### config.mk
export PLATFORM = sky130hd
export DESIGN_NAME = xrv_fetch
export DESIGN_NICKNAME = d
export VERILOG_FILES = /design/src/rtl/xrv_fetch.sv
export SDC_FILE = /design/constraint.sdc
export NUM_CORES = 1
export LEC_CHECK = 0
export ABC_CLOCK_PERIOD_IN_PS = 3200
export CORE_AREA = 2 2 163 101
export CTS_CLUSTER_DIAMETER = 100
export DETAILED_ROUTE_END_ITERATION = 12
export DIE_AREA = 0 0 165 103
export GPL_TIMING_DRIVEN = 1
export PLACE_DENSITY = 0.7
export SLEW_MARGIN = 20
export SYNTH_ARGS = -nofsm -noshare
export SYNTH_HDL_FRONTEND = slang
export SYNTH_SLANG_ARGS = --single-unit
export TNS_END_PERCENT = 20
### constraint.sdc
create_clock -name clk -period 3.2 [get_ports clk]
set_clock_uncertainty 0.05 [all_clocks]
set_input_delay 0.8 -clock clk [delete_from_list [all_inputs] [get_ports clk]]
set_output_delay 0.8 -clock clk [all_outputs]
set_load 0.02 [all_outputs]
### src/rtl/xrv_fetch.sv
// Instruction fetch stage: owns the PC, keeps at most one imem request in flight
// and presents the fetched word and its PC to decode, honouring stall and redirect.
module xrv_fetch #(
   parameter logic [31:0] RESET_PC  = 32'h0000_0000,
   parameter logic [31:0] NOP_INSTR = 32'h0000_0013
) (
   input  logic        clk,
   input  logic        rstb,
   input  logic        stalling,
   input  logic        flush,
   input  logic        jmp,
   input  logic [31:0] jmp_addr,
   output logic        imem_req,
   output logic [31:0] imem_addr,
   input  logic        imem_gnt,
   input  logic        imem_rvalid,
   input  logic [31:0] imem_rdata,
   output logic        if_valid,
   output logic [31:0] if_instr,
   output logic [31:0] if_pc
);

   typedef enum logic [1:0] {S_IDLE, S_REQ, S_WAIT, S_HOLD} state_t;

   localparam logic [31:0] RESET_PC_W = {RESET_PC[31:2], 2'b00};

   state_t      state_reg, state_next;
   logic [31:0] pc_reg, pc_next;
   logic        kill_reg, kill_next;
   logic        pend_reg, pend_next;
   logic [31:0] pend_addr_reg, pend_addr_next;
   logic        if_valid_reg, if_valid_next;
   logic [31:0] if_instr_reg, if_instr_next;
   logic [31:0] if_pc_reg, if_pc_next;
   logic [31:0] jmp_tgt;
   logic        unused_jmp_lsbs;

   assign jmp_tgt         = {jmp_addr[31:2], 2'b00};
   assign unused_jmp_lsbs = ^jmp_addr[1:0];

   always_comb begin
      state_next     = state_reg;
      pc_next        = pc_reg;
      kill_next      = kill_reg;
      pend_next      = pend_reg;
      pend_addr_next = pend_addr_reg;
      if_valid_next  = if_valid_reg;
      if_instr_next  = if_instr_reg;
      if_pc_next     = if_pc_reg;

      case (state_reg)
         S_IDLE: begin
            state_next = S_REQ;
            if (jmp) pc_next = jmp_tgt;
         end
         S_REQ: begin
            // the request cannot be withdrawn, so a redirect is parked and its reply dropped
            if (jmp) begin
               kill_next      = 1'b1;
               pend_next      = 1'b1;
               pend_addr_next = jmp_tgt;
            end
            if (imem_gnt) state_next = S_WAIT;
         end
         S_WAIT: begin
            if (imem_rvalid) begin
               state_next = S_REQ;
               kill_next  = 1'b0;
               pend_next  = 1'b0;
               if (jmp) begin
                  pc_next = jmp_tgt;
               end else if (kill_reg) begin
                  pc_next = pend_reg ? pend_addr_reg : pc_reg;
               end else if (!flush) begin
                  if_valid_next = 1'b1;
                  if_instr_next = imem_rdata;
                  if_pc_next    = pc_reg;
                  pc_next       = pc_reg + 32'd4;
                  if (stalling) state_next = S_HOLD;
               end
            end else if (jmp) begin
               kill_next      = 1'b1;
               pend_next      = 1'b1;
               pend_addr_next = jmp_tgt;
            end
         end
         S_HOLD: begin
            if (jmp) begin
               pc_next    = jmp_tgt;
               state_next = S_REQ;
            end else if (!stalling) begin
               state_next = S_REQ;
            end
         end
         default: state_next = S_IDLE;
      endcase

      // redirect beats stall: decode must never see the stale word after a jump
      if (jmp || flush) begin
         if_valid_next = 1'b0;
         if_instr_next = NOP_INSTR;
      end
   end

   always_ff @(posedge clk or negedge rstb) begin
      if (!rstb) begin
         state_reg     <= S_IDLE;
         pc_reg        <= RESET_PC_W;
         kill_reg      <= 1'b0;
         pend_reg      <= 1'b0;
         pend_addr_reg <= RESET_PC_W;
         if_valid_reg  <= 1'b0;
         if_instr_reg  <= NOP_INSTR;
         if_pc_reg     <= RESET_PC;
      end else begin
         state_reg     <= state_next;
         pc_reg        <= pc_next;
         kill_reg      <= kill_next;
         pend_reg      <= pend_next;
         pend_addr_reg <= pend_addr_next;
         if_valid_reg  <= if_valid_next;
         if_instr_reg  <= if_instr_next;
         if_pc_reg     <= if_pc_next;
      end
   end

   assign imem_req  = (state_reg == S_REQ);
   assign imem_addr = pc_reg;
   assign if_valid  = if_valid_reg;
   assign if_instr  = if_instr_reg;
   assign if_pc     = if_pc_reg;

endmodule
==> Yosys cells after proc, flatten, opt, wreduce, memory -nomap -nowiden <==
Index checks and enable logic that the tools add are counted.
{ "op_classes": {"n_addsub": 1, "multipliers": 0, "div_mod_pow": 0, "order_cmp": 0, "n_eq_ne": 13, "n_shift": 0, "mux": 37, "n_bitwise": 3, "n_reduce_logical": 12} }
{ "op_table": {"columns": ["cell", "n"], "rows": [
  ["$mux 32", 14],
  ["$pmux 32 s2", 2],
  ["$add 32x3->32 const B", 1],
  ["$mux 2", 8],
  ["$reduce_and 5->1", 3],
  ["$mux 1", 10],
  ["$ne 2x1->1 const B", 5],
  ["$ne 4x4->1 const B", 2],
  ["$pmux 2 s4", 1],
  ["$reduce_bool 2->1", 4],
  ["$eq 2x2->1 const B", 2],
  ["$ne 2x2->1 const B", 2],
  ["$pmux 1 s2", 2],
  ["$ne 3x3->1 const B", 1],
  ["$not 1->1", 3],
  ["$reduce_and 3->1", 1],
  ["$eq 2x1->1 const B", 1],
  ["$logic_not 2->1", 1],
  ["$reduce_and 2->1", 1],
  ["$reduce_or 2->1", 1],
  ["$logic_or 1x1->1", 1]
]} }
{ "word_totals": {"reg_bits": 133, "latchBits": 0, "ramBits": 0, "rom_bits": 0, "inputBits": 71, "output_inout_bits": 98, "elab_cells": 74, "n_memories": 0} }

==> Logic depth before layout (Yosys ltp) <==
Gate-level depths: netlist of run 1.
{ "logic_depth": {"ltp_word": 6, "ltp_mapped": 9, "mapped_depth_nobuf": 7} }

==> Worst setup path before layout of run 1 <==
OpenSTA, ideal clock, no wires.
{ "synth_timing": {"path_type": "register to register", "from": "register pc_reg[2] (netlist: imem_addr[2])", "to": "register pc_reg[18] (netlist: imem_addr[18])", "setup_ps": 140, "arrival_ps": 1885, "required_ps": 3010, "setup_slack_ps": 1125, "stages_incl_launch_ff": 7, "path_buffers": 0, "period_less_slack_ps": 2075, "path_cell_list": "dfrtp_1 ha_1 nand4_1 or4_1 or3_1 nand3_1 o211ai_1"} }
{ "synth_between": {"elab_chain_cells": 6} }
{ "synth_rtl": {"columns": ["item", "line", "rtl"], "rows": [
  ["start: declaration", "28", "logic [31:0] pc_reg, pc_next;"],
  ["start signal: assignment", "117", "pc_reg <= pc_next;"],
  ["$add 32x3->32", "78", "pc_next = pc_reg + 32'd4;"],
  ["$mux 32", "74", "end else if (!flush) begin"],
  ["$mux 32", "72", "end else if (kill_reg) begin"],
  ["$mux 32", "70", "if (jmp) begin"],
  ["$mux 32", "66", "if (imem_rvalid) begin"],
  ["$pmux 32 s2", "51", "case (state_reg)"]
]} }
No other way between the ends. The select of a mux whose other input is x is not followed.
A chain may end at the register's enable or synchronous reset.

==> Final worst setup path of run 1 <==
{ "layout_timing": {"from": "register state_reg[1]", "to": "output port imem_req"} }
{ "layout_between": {"elab_chain_cells": 1} }
{ "layout_rtl": {"columns": ["item", "line", "rtl"], "rows": [
  ["start: declaration", "27", "state_t state_reg, state_next;"],
  ["start signal: assignment", "116", "state_reg <= state_next;"],
  ["$eq 2x1->1", "127", "assign imem_req = (state_reg == S_REQ);"],
  ["end: declaration", "13", "output logic imem_req,"]
]} }
No other way between the ends.

==> results of run 1 <==
[kinds of logic after synthesis]
family | count (synthesis)
AND/OR/NAND/NOR | 222
flip-flops | 127
AO/OA/AOI/OAI | 122
multiplexers | 62
buffers and inverters | 51
XOR/XNOR | 10
adder cells (fa/ha/maj) | 5
other | 1
[power groups by stage]
stage          clock network (W)  registers (W)  logic [W]
6_report                 0.00189        0.00274    0.00280
5_1_grt                  0.00198        0.00282    0.00302
4_1_cts                  0.00190        0.00272    0.00281
3_5_place_dp                   0        0.00274    0.00279
3_3_place_gp                   0        0.00270    0.00271
2_1_floorplan                  0        0.00282    0.00142
[routing by layer]
| metal | share of wire | GRT usage | routed length (um) | vias up |
|---|---|---|---|---|
| li1 | - | - | - | 2479 |
| met1 | 0.45 | 0.288 | 8120 | 2690 |
| met2 | 0.45 | 0.333 | 8120 | 256 |
| met3 | 0.081 | 0.0551 | 1460 | 29 |
| met4 | 0.019 | 0.0923 | 336 | 0 |
| met5 | 0 | 0 | 0 | - |
[layout make-up]
class                      instances  area (um^2)
clock inverter                    15          148
multi-input combinational        425         2700
timing repair buffer             181         1800
sequential                       127         3180
clock buffer                      17          425
tap                              209          262
fill                            1345         7160
antenna                            1         2.50
inverter                           9         33.8
[per-stage QoR]
step,hold WS [ps],area [um^2]
floorplan,416,6090
detailed placement,423,7980
finish,259,8560
global placement,418,7980
CTS,272,8560
global route,286,8560
[cells in the final DEF, fill, tap and decap left out, types with 6 or more instances in the layout]
cell type / count
a31oi_1: 7
nand2_1: 103
mux2_2: 56
mux2i_1: 6
inv_1: 9
nand3_1: 33
nor2_1: 31
o211ai_1: 10
clkinv_2: 6
dfrtp_1: 124
clkdlybuf4s50_1: 161
a21oi_1: 46
nor3_1: 7
a222oi_1: 9
nand4_1: 9
clkbuf_16: 17
or4_1: 6
buf_4: 16
o21ai_0: 19
[path summary, 6_finish.rpt]
check / to / cells past startpoint
worst max-delay path: imem_req / 3
worst min-delay path: if_pc[26] / 1
worst max register to register: imem_addr[31] / 5
worst min register to register: if_pc[28] / 2
max in group asynchronous: imem_addr[9] / 2
min in group clk: if_pc[28] / 2
==> flow_metrics.py, run 1 <==
metrics = {
    "outcome": {
        "status": "complete, no violations",
    },
    "placement": {
        "dp_hpwl_um": 12700,
        "io_buffers": 162,
        "dp_cells": 951,
        "place_ws_ps": 432,
        "routabilityCongestion": 0.838,
    },
    "global_route": {
        "grt_pass1_vias": 5255,
        "grt_max_degree": 57,
        "grt_pass1_wl_um": 27800,
        "grt_overflow_total": 0,
        "grt_usage": 0.215,
        "antenna_found_initial": 2,
    },
    "worst_setup_path": {
        "startpoint": "state_reg[1]",
        "worst_path_max_delay_cell": "clkdlybuf4s50_1",
        "cp_cell_sequence": "inv_1, ha_1, clkdlybuf4s50_1",
        "cp_slowest_stage_delay_ps": 660,
        "crit_path_end_kind": "primary output",
        "path_buf_inv": 2,
        "required_ps": 2350,
        "cp_max_fo": 4,
        "cp_data_arrival_time_ps": 1810,
        "crit_type": "flop to primary output",
        "reg2reg_slack_ps": 680,
        "critPathLaunchType": "flop",
        "crit_family": "buffers and inverters",
        "r2r-start": "imem_addr[4]",
    },
    "logic_synthesis": {
        "synth_cell_types": 57,
        "synth_xor_area_frac": 0.0144,
        "ys_seq_area_frac": 0.524,
        "avgSynthCellArea_um2": 10.1,
        "synth_top_family_by_area": "simple AND/OR/NAND/NOR gates",
        "synth_commonest_cells": "124 x dfrtp_1, 103 x nand2_1, 56 x mux2_2",
        "yosys.area_share.simple": 0.175,
        "syn_area_um2": 6080,
        "synth_top_area_cell": "dfrtp_1",
        "ys.flop_type": "dfrtp_1",
        "synth_cells": 600,
        "ys_warn_count": 0,
        "yosysMostFrequentCell": "dfrtp_1",
        "synth_compound_area_frac": 0.127,
        "async_flop_share": 1.00,
        "netlist.area_leader.share": 0.511,
        "ys_ff_latch": 127,
        "synth.area.mux_share": 0.114,
        "synth_enable_flop_cells": 0,
        "synth_area_leaders": "dfrtp_1 51%, mux2_2 10%, nand2_1 6.4%",
        "yosys.area_share.adder": 0.0103,
    },
    "die": {
        "die_w_um": 165,
        "die_area_um2": 17000,
        "rows": 36,
        "io_pins": 169,
        "start_util": 0.387,
        "core_um2": 15700,
        "die_y_um": 103,
    },
    "power": {
        "power.net_switching_w": 0.00283,
        "total_power_w": 0.00742,
        "swShare": 0.381,
        "pwr-share-clk": 0.254,
        "power_density_nw_per_um2": 867,
        "internal_power_w": 0.00460,
        "irDropWorstVdd_v": 0.000430,
        "power_frac_seq": 0.368,
        "power.leakage_nw": 3.54,
        "power_frac_comb": 0.377,
    },
    "clocking": {
        "post_cts_buffers": 0,
        "clock-root-buffer": "clkbuf_16",
        "cts_buffer_depth": 2,
        "clock-sinks": 127,
        "ctsResizeCount": 0,
        "htreeDepth": 4,
        "hold_buffers": 0,
        "numCtsBuffers": 17,
        "path_clk_slew_ps": 60,
        "cts_tree": "yes",
        "clk_latency_ps": 420,
    },
    "timing": {
        "setup_slack_ps": 536,
        "finalHoldViolations": 0,
        "slew_violations": 0,
        "setup_viol": 0,
        "fin_crit_sh": 0.833,
        "fmax_ghz": 0.375,
        "worst_pin_slew_ps": 741,
        "rsz0062_at_grt": "false",
        "fin_tns_setup_ps": 0,
        "period_minus_slack_ps": 2660,
        "relSlewSlack": 0.502,
    },
    "finish": {
        "largest_reg_flops": 32,
        "nets": 837,
        "area_growth_pct": 40.8,
        "drive_above_1_share": 0.158,
        "final_util": 0.544,
        "final_cell_count_no_fill": 984,
    },
    "routing": {
        "drtIter0Drc": 461,
        "wirelength_um": 18000,
        "dr.pass1.iters": 7,
        "vias": 5454,
        "ant_nets": 0,
        "drc_errors": 0,
        "vias_per_cell": 5.54,
        "avgRoutedWirePerCell_um": 18.3,
    },
    "min_path": {
        "hold_path_class": "input pin to async pin",
    },
    "flow_run": {
        "maxCapViolations": 0,
    },
}
Note: power is estimated with default switching activity, not from simulation.
==> inputs of run 2 (changes only) <==
ABC_CLOCK_PERIOD_IN_PS = 2700   (was 3200)
clock period = 2.7 ns   (was 3.2 ns; I/O delays follow)
==> run 2 against run 1 <==
Final area up 2.3%. Routed wire length up 0.65%. Non-clock buffer count up 16. Register-to-register slack worse by 450 ps. Total power up 23%. Via count up 0.46%. Critical endpoint unchanged. Die area unchanged. Sequential cell count unchanged.
==> flow_metrics.py, run 2 (synthesis gave the netlist of run 1 again) <==
metrics = {
    "finish": {
        "multi_input_area_um2": 2700,
        "ff_latch_area_um2": 3180,
        "final_cell_count_no_fill": 999,
        "area_growth_pct": 44.0,
        "layout_common_cells": "161 x clkdlybuf4s50_1, 124 x dfrtp_1, 103 x nand2_1",
        "drive_above_1_share": 0.175,
        "largest_reg_flops": 32,
        "final_common_cell": "clkdlybuf4s50_1",
        "final.fill_count": 1310,
        "insertedDiodeCount": 0,
        "nets": 853,
    },
    "outcome": {
        "status": "complete, no violations",
    },
    "worst_setup_path": {
        "rr_worst_depth": 5,
        "cp_data_arrival_time_ps": 1820,
        "cp_max_fo": 4,
        "crit_type": "flop to primary output",
        "critPathLaunchType": "flop",
        "crit_path_end_kind": "primary output",
        "reg2reg_slack_ps": 230,
        "required_ps": 1980,
        "r2r_end": "imem_addr[31]",
        "r2r-start": "imem_addr[4]",
    },
    "routing": {
        "avgRoutedWirePerCell_um": 18.2,
        "vias": 5479,
        "drc_errors": 0,
        "ant_nets": 0,
        "dr.pass1.iters": 9,
        "drtIter0Drc": 488,
        "wirelength_um": 18200,
        "vias_per_cell": 5.48,
    },
    "placement": {
        "io_buffers": 162,
        "routabilityCongestion": 0.861,
        "dp_hpwl_um": 12800,
        "dp_cells": 967,
        "place_ws_ps": 80.4,
    },
    "global_route": {
        "grt_pass1_wl_um": 28300,
        "grt_max_degree": 48,
        "antenna_found_initial": 0,
        "grt_overflow_total": 0,
        "grt_usage": 0.217,
        "grt_pass1_vias": 5333,
    },
    "timing": {
        "finalHoldViolations": 0,
        "whs_ps": 133,
        "fin_crit_sh": 0.943,
        "relSlewSlack": 0.608,
        "setup_viol": 0,
        "setup_slack_ps": 155,
        "period_minus_slack_ps": 2540,
        "slew_violations": 0,
        "fin_tns_setup_ps": 0,
        "rsz0062_at_grt": "false",
        "fmax_ghz": 0.393,
        "worst_pin_slew_ps": 583,
    },
    "die": {
        "die_y_um": 103,
        "io_pins": 169,
        "core_um2": 15700,
        "start_util": 0.387,
        "die_w_um": 165,
        "rows": 36,
        "die_area_um2": 17000,
    },
    "clocking": {
        "post_cts_buffers": 0,
        "htreeDepth": 4,
        "ctsResizeCount": 0,
        "clock-root-buffer": "clkbuf_16",
        "cts_buffer_depth": 2,
        "clock-sinks": 127,
        "path_clk_slew_ps": 60,
        "clk_latency_ps": 420,
        "hold_buffers": 0,
        "cts_tree": "yes",
        "numCtsBuffers": 17,
    },
    "power": {
        "total_power_w": 0.00915,
        "power_density_nw_per_um2": 1050,
        "power.leakage_nw": 3.65,
        "irDropWorstVdd_v": 0.000471,
    },
    "min_path": {
        "hold_path_class": "input pin to async pin",
    },
    "flow_run": {
        "maxCapViolations": 0,
    },
}
run 2: worst max-delay path by stage:
stage                       from            end  slack, ps  depth (start not counted)
floorplan           imem_addr[2]  imem_addr[18]        620                          6
global placement     imem_rvalid  imem_addr[18]        130                          7
detailed placement         flush      if_pc[19]         80                          8
CTS                 state_reg[1]       imem_req        160                          3
global route        state_reg[1]       imem_req        110                          3
finish              state_reg[1]       imem_req        160                          3
run 2: critical path, stage by stage, from the launching register on:
cell and delay, ps:
dfrtp_1 420, inv_1 110, ha_1 220, clkdlybuf4s50_1 660
run 2: power by group:
part / switching, W / internal, W
clock network: 0.000874 / 0.00160
registers: 0.000687 / 0.00249
logic: 0.00181 / 0.00170
total: 0.00337 / 0.00578
run 2: area by class of cell:
type | count | area share
multi-input combinational | 425 | 0.309
timing repair buffer | 197 | 0.221
tap | 209 | 0.0299
clock buffer | 19 | 0.0517
clock inverter | 13 | 0.0212
sequential | 127 | 0.363
inverter | 9 | 0.00386
run 2: routing by layer:
layer,vias to the layer above,part of all wire,GRT usage
li1,2510,-,-
met3,31,0.076,0.0527
met5,-,0,0
met2,236,0.45,0.339
met1,2702,0.46,0.301
met4,0,0.016,0.0696
run 2: through the flow:
stage	instance area [um^2]	utilization
final	8750	0.557
after global routing	8750	0.557
after CTS	8750	0.557
after detailed placement	8120	0.516
after global placement	8120	0.516
after floorplan	6090	-
==> inputs of run 3 (changes only) <==
CTS_BUF_LIST = sky130_fd_sc_hd__clkbuf_8   (was default)
==> run 3 against run 2 <==
Register-to-register slack better by 30 ps. Critical endpoint unchanged. Worst hold slack worse by 28 ps. Total power down 6.8%. Final area down 2.2%. Routed wire length down 0.40%. Utilization down 1.2 points. Largest power group unchanged. Largest cell class unchanged.
==> flow_metrics.py, run 3 (synthesis gave the netlist of run 1 again) <==
metrics = {
    "min_path": {
        "hold_path_class": "input pin to async pin",
    },
    "routing": {
        "dr.pass1.iters": 7,
        "avgRoutedWirePerCell_um": 18.1,
        "drc_errors": 0,
        "vias_per_cell": 5.50,
        "ant_nets": 0,
        "vias": 5500,
        "wirelength_um": 18100,
        "drtIter0Drc": 484,
    },
    "clocking": {
        "clk_latency_ps": 450,
        "clock-sinks": 127,
        "ctsResizeCount": 0,
        "cts_tree": "yes",
        "hold_buffers": 0,
        "numCtsBuffers": 17,
        "cts_buffer_depth": 2,
        "post_cts_buffers": 0,
        "clock-root-buffer": "clkbuf_8",
        "path_clk_slew_ps": 80,
        "htreeDepth": 4,
    },
    "timing": {
        "period_minus_slack_ps": 2570,
        "rsz0062_at_grt": "false",
        "fin_tns_setup_ps": 0,
        "setup_viol": 0,
        "fmax_ghz": 0.390,
        "fin_crit_sh": 0.950,
        "relSlewSlack": 0.604,
        "worst_pin_slew_ps": 595,
        "finalHoldViolations": 0,
        "slew_violations": 0,
    },
    "finish": {
        "nets": 853,
        "final_cell_count_no_fill": 1000,
        "final.fill_count": 1343,
        "multi_input_area_um2": 2700,
        "layout_common_cells": "161 x clkdlybuf4s50_1, 124 x dfrtp_1, 103 x nand2_1",
        "largest_reg_flops": 32,
        "ff_latch_area_um2": 3180,
        "drive_above_1_share": 0.175,
        "area_growth_pct": 40.9,
        "final_common_cell": "clkdlybuf4s50_1",
    },
    "die": {
        "die_y_um": 103,
        "io_pins": 169,
        "die_w_um": 165,
        "die_area_um2": 17000,
        "start_util": 0.387,
        "rows": 36,
        "core_um2": 15700,
    },
    "flow_run": {
        "maxCapViolations": 0,
    },
    "worst_setup_path": {
        "startpoint": "state_reg[1]",
        "rr_worst_depth": 5,
        "r2r_end": "imem_addr[31]",
        "crit_path_end_kind": "primary output",
        "cp_max_fo": 4,
        "reg2reg_slack_ps": 260,
        "critPathCapture": "imem_req",
        "r2r-start": "imem_addr[4]",
        "critPathLaunchType": "flop",
        "cp_data_arrival_time_ps": 1840,
        "crit_type": "flop to primary output",
        "required_ps": 1980,
    },
    "placement": {
        "routabilityCongestion": 0.861,
        "dp_cells": 967,
        "io_buffers": 162,
        "dp_hpwl_um": 12800,
    },
    "global_route": {
        "grt_max_degree": 48,
        "antenna_found_initial": 0,
        "grt.met2_usage": 0.336,
        "grt_util_met1": 0.301,
        "grt_pass1_wl_um": 28100,
        "grt_busiest_layer": "met2",
        "grt_usage": 0.216,
        "grt_use_met3": 0.0475,
        "grt_overflow_total": 0,
        "grt_pass1_vias": 5340,
    },
    "power": {
        "irDropWorstVdd_v": 0.000541,
        "power.leakage_nw": 3.57,
        "power_density_nw_per_um2": 996,
    },
    "outcome": {
        "status": "complete, no violations",
    },
}
[run 3: changes by cell type in the layout (fill, tap and decap cells not counted), sizes merged]
cell   before  now
diode       0    1
[run 3: area by class of cell]
class / count / area share
sequential: 127 / 0.372
multi-input combinational: 425 / 0.316
timing repair buffer: 197 / 0.226
clock buffer: 19 / 0.0305
tap: 209 / 0.0305
clock inverter: 13 / 0.0216
inverter: 9 / 0.00394
antenna: 1 / 0.000292
[run 3: worst min-delay path by stage]
stage              start           end  slack [ps]  cells past startpoint
3_5_place_dp   if_pc[28]     if_pc[28]         420                      2
6_report            rstb     if_pc[26]         100                      1
5_1_grt             rstb     if_pc[26]         130                      1
3_3_place_gp   if_pc[22]     if_pc[22]         420                      2
2_1_floorplan       rstb  if_instr[10]         330                      0
4_1_cts             rstb     if_pc[26]         110                      1
[run 3: per-layer routing]
layer  vias up  part of all wire
li1       2504                 -
met3        23             0.081
met5         -                 0
met1      2711              0.46
met4         0             0.015
met2       262              0.45
[run 3: critical path, cell delays in order (launching register included)]
cell and delay (ps):
dfrtp_1 420, inv_1 110, ha_1 220, clkdlybuf4s50_1 650
[run 3: power by group]
group          internal [W]  leakage, nW  switching (W)
sequential          0.00248         1.62       0.000686
clock               0.00106        0.222       0.000799
combinational       0.00170         1.72        0.00180
total               0.00524         3.57        0.00329
[run 3: per-stage QoR]
stage	power, W	utilization	setup WS (ps)	hold slack (ps)	cell area (um^2)
2_1_floorplan	0.00502	-	625	329	6090
3_3_place_gp	0.00651	0.516	126	415	8120
3_5_place_dp	0.00666	0.516	80.4	424	8120
4_1_cts	0.00854	0.545	122	114	8560
5_1_grt	0.00900	0.545	77.8	133	8560
6_report	0.00853	0.545	135	105	8560
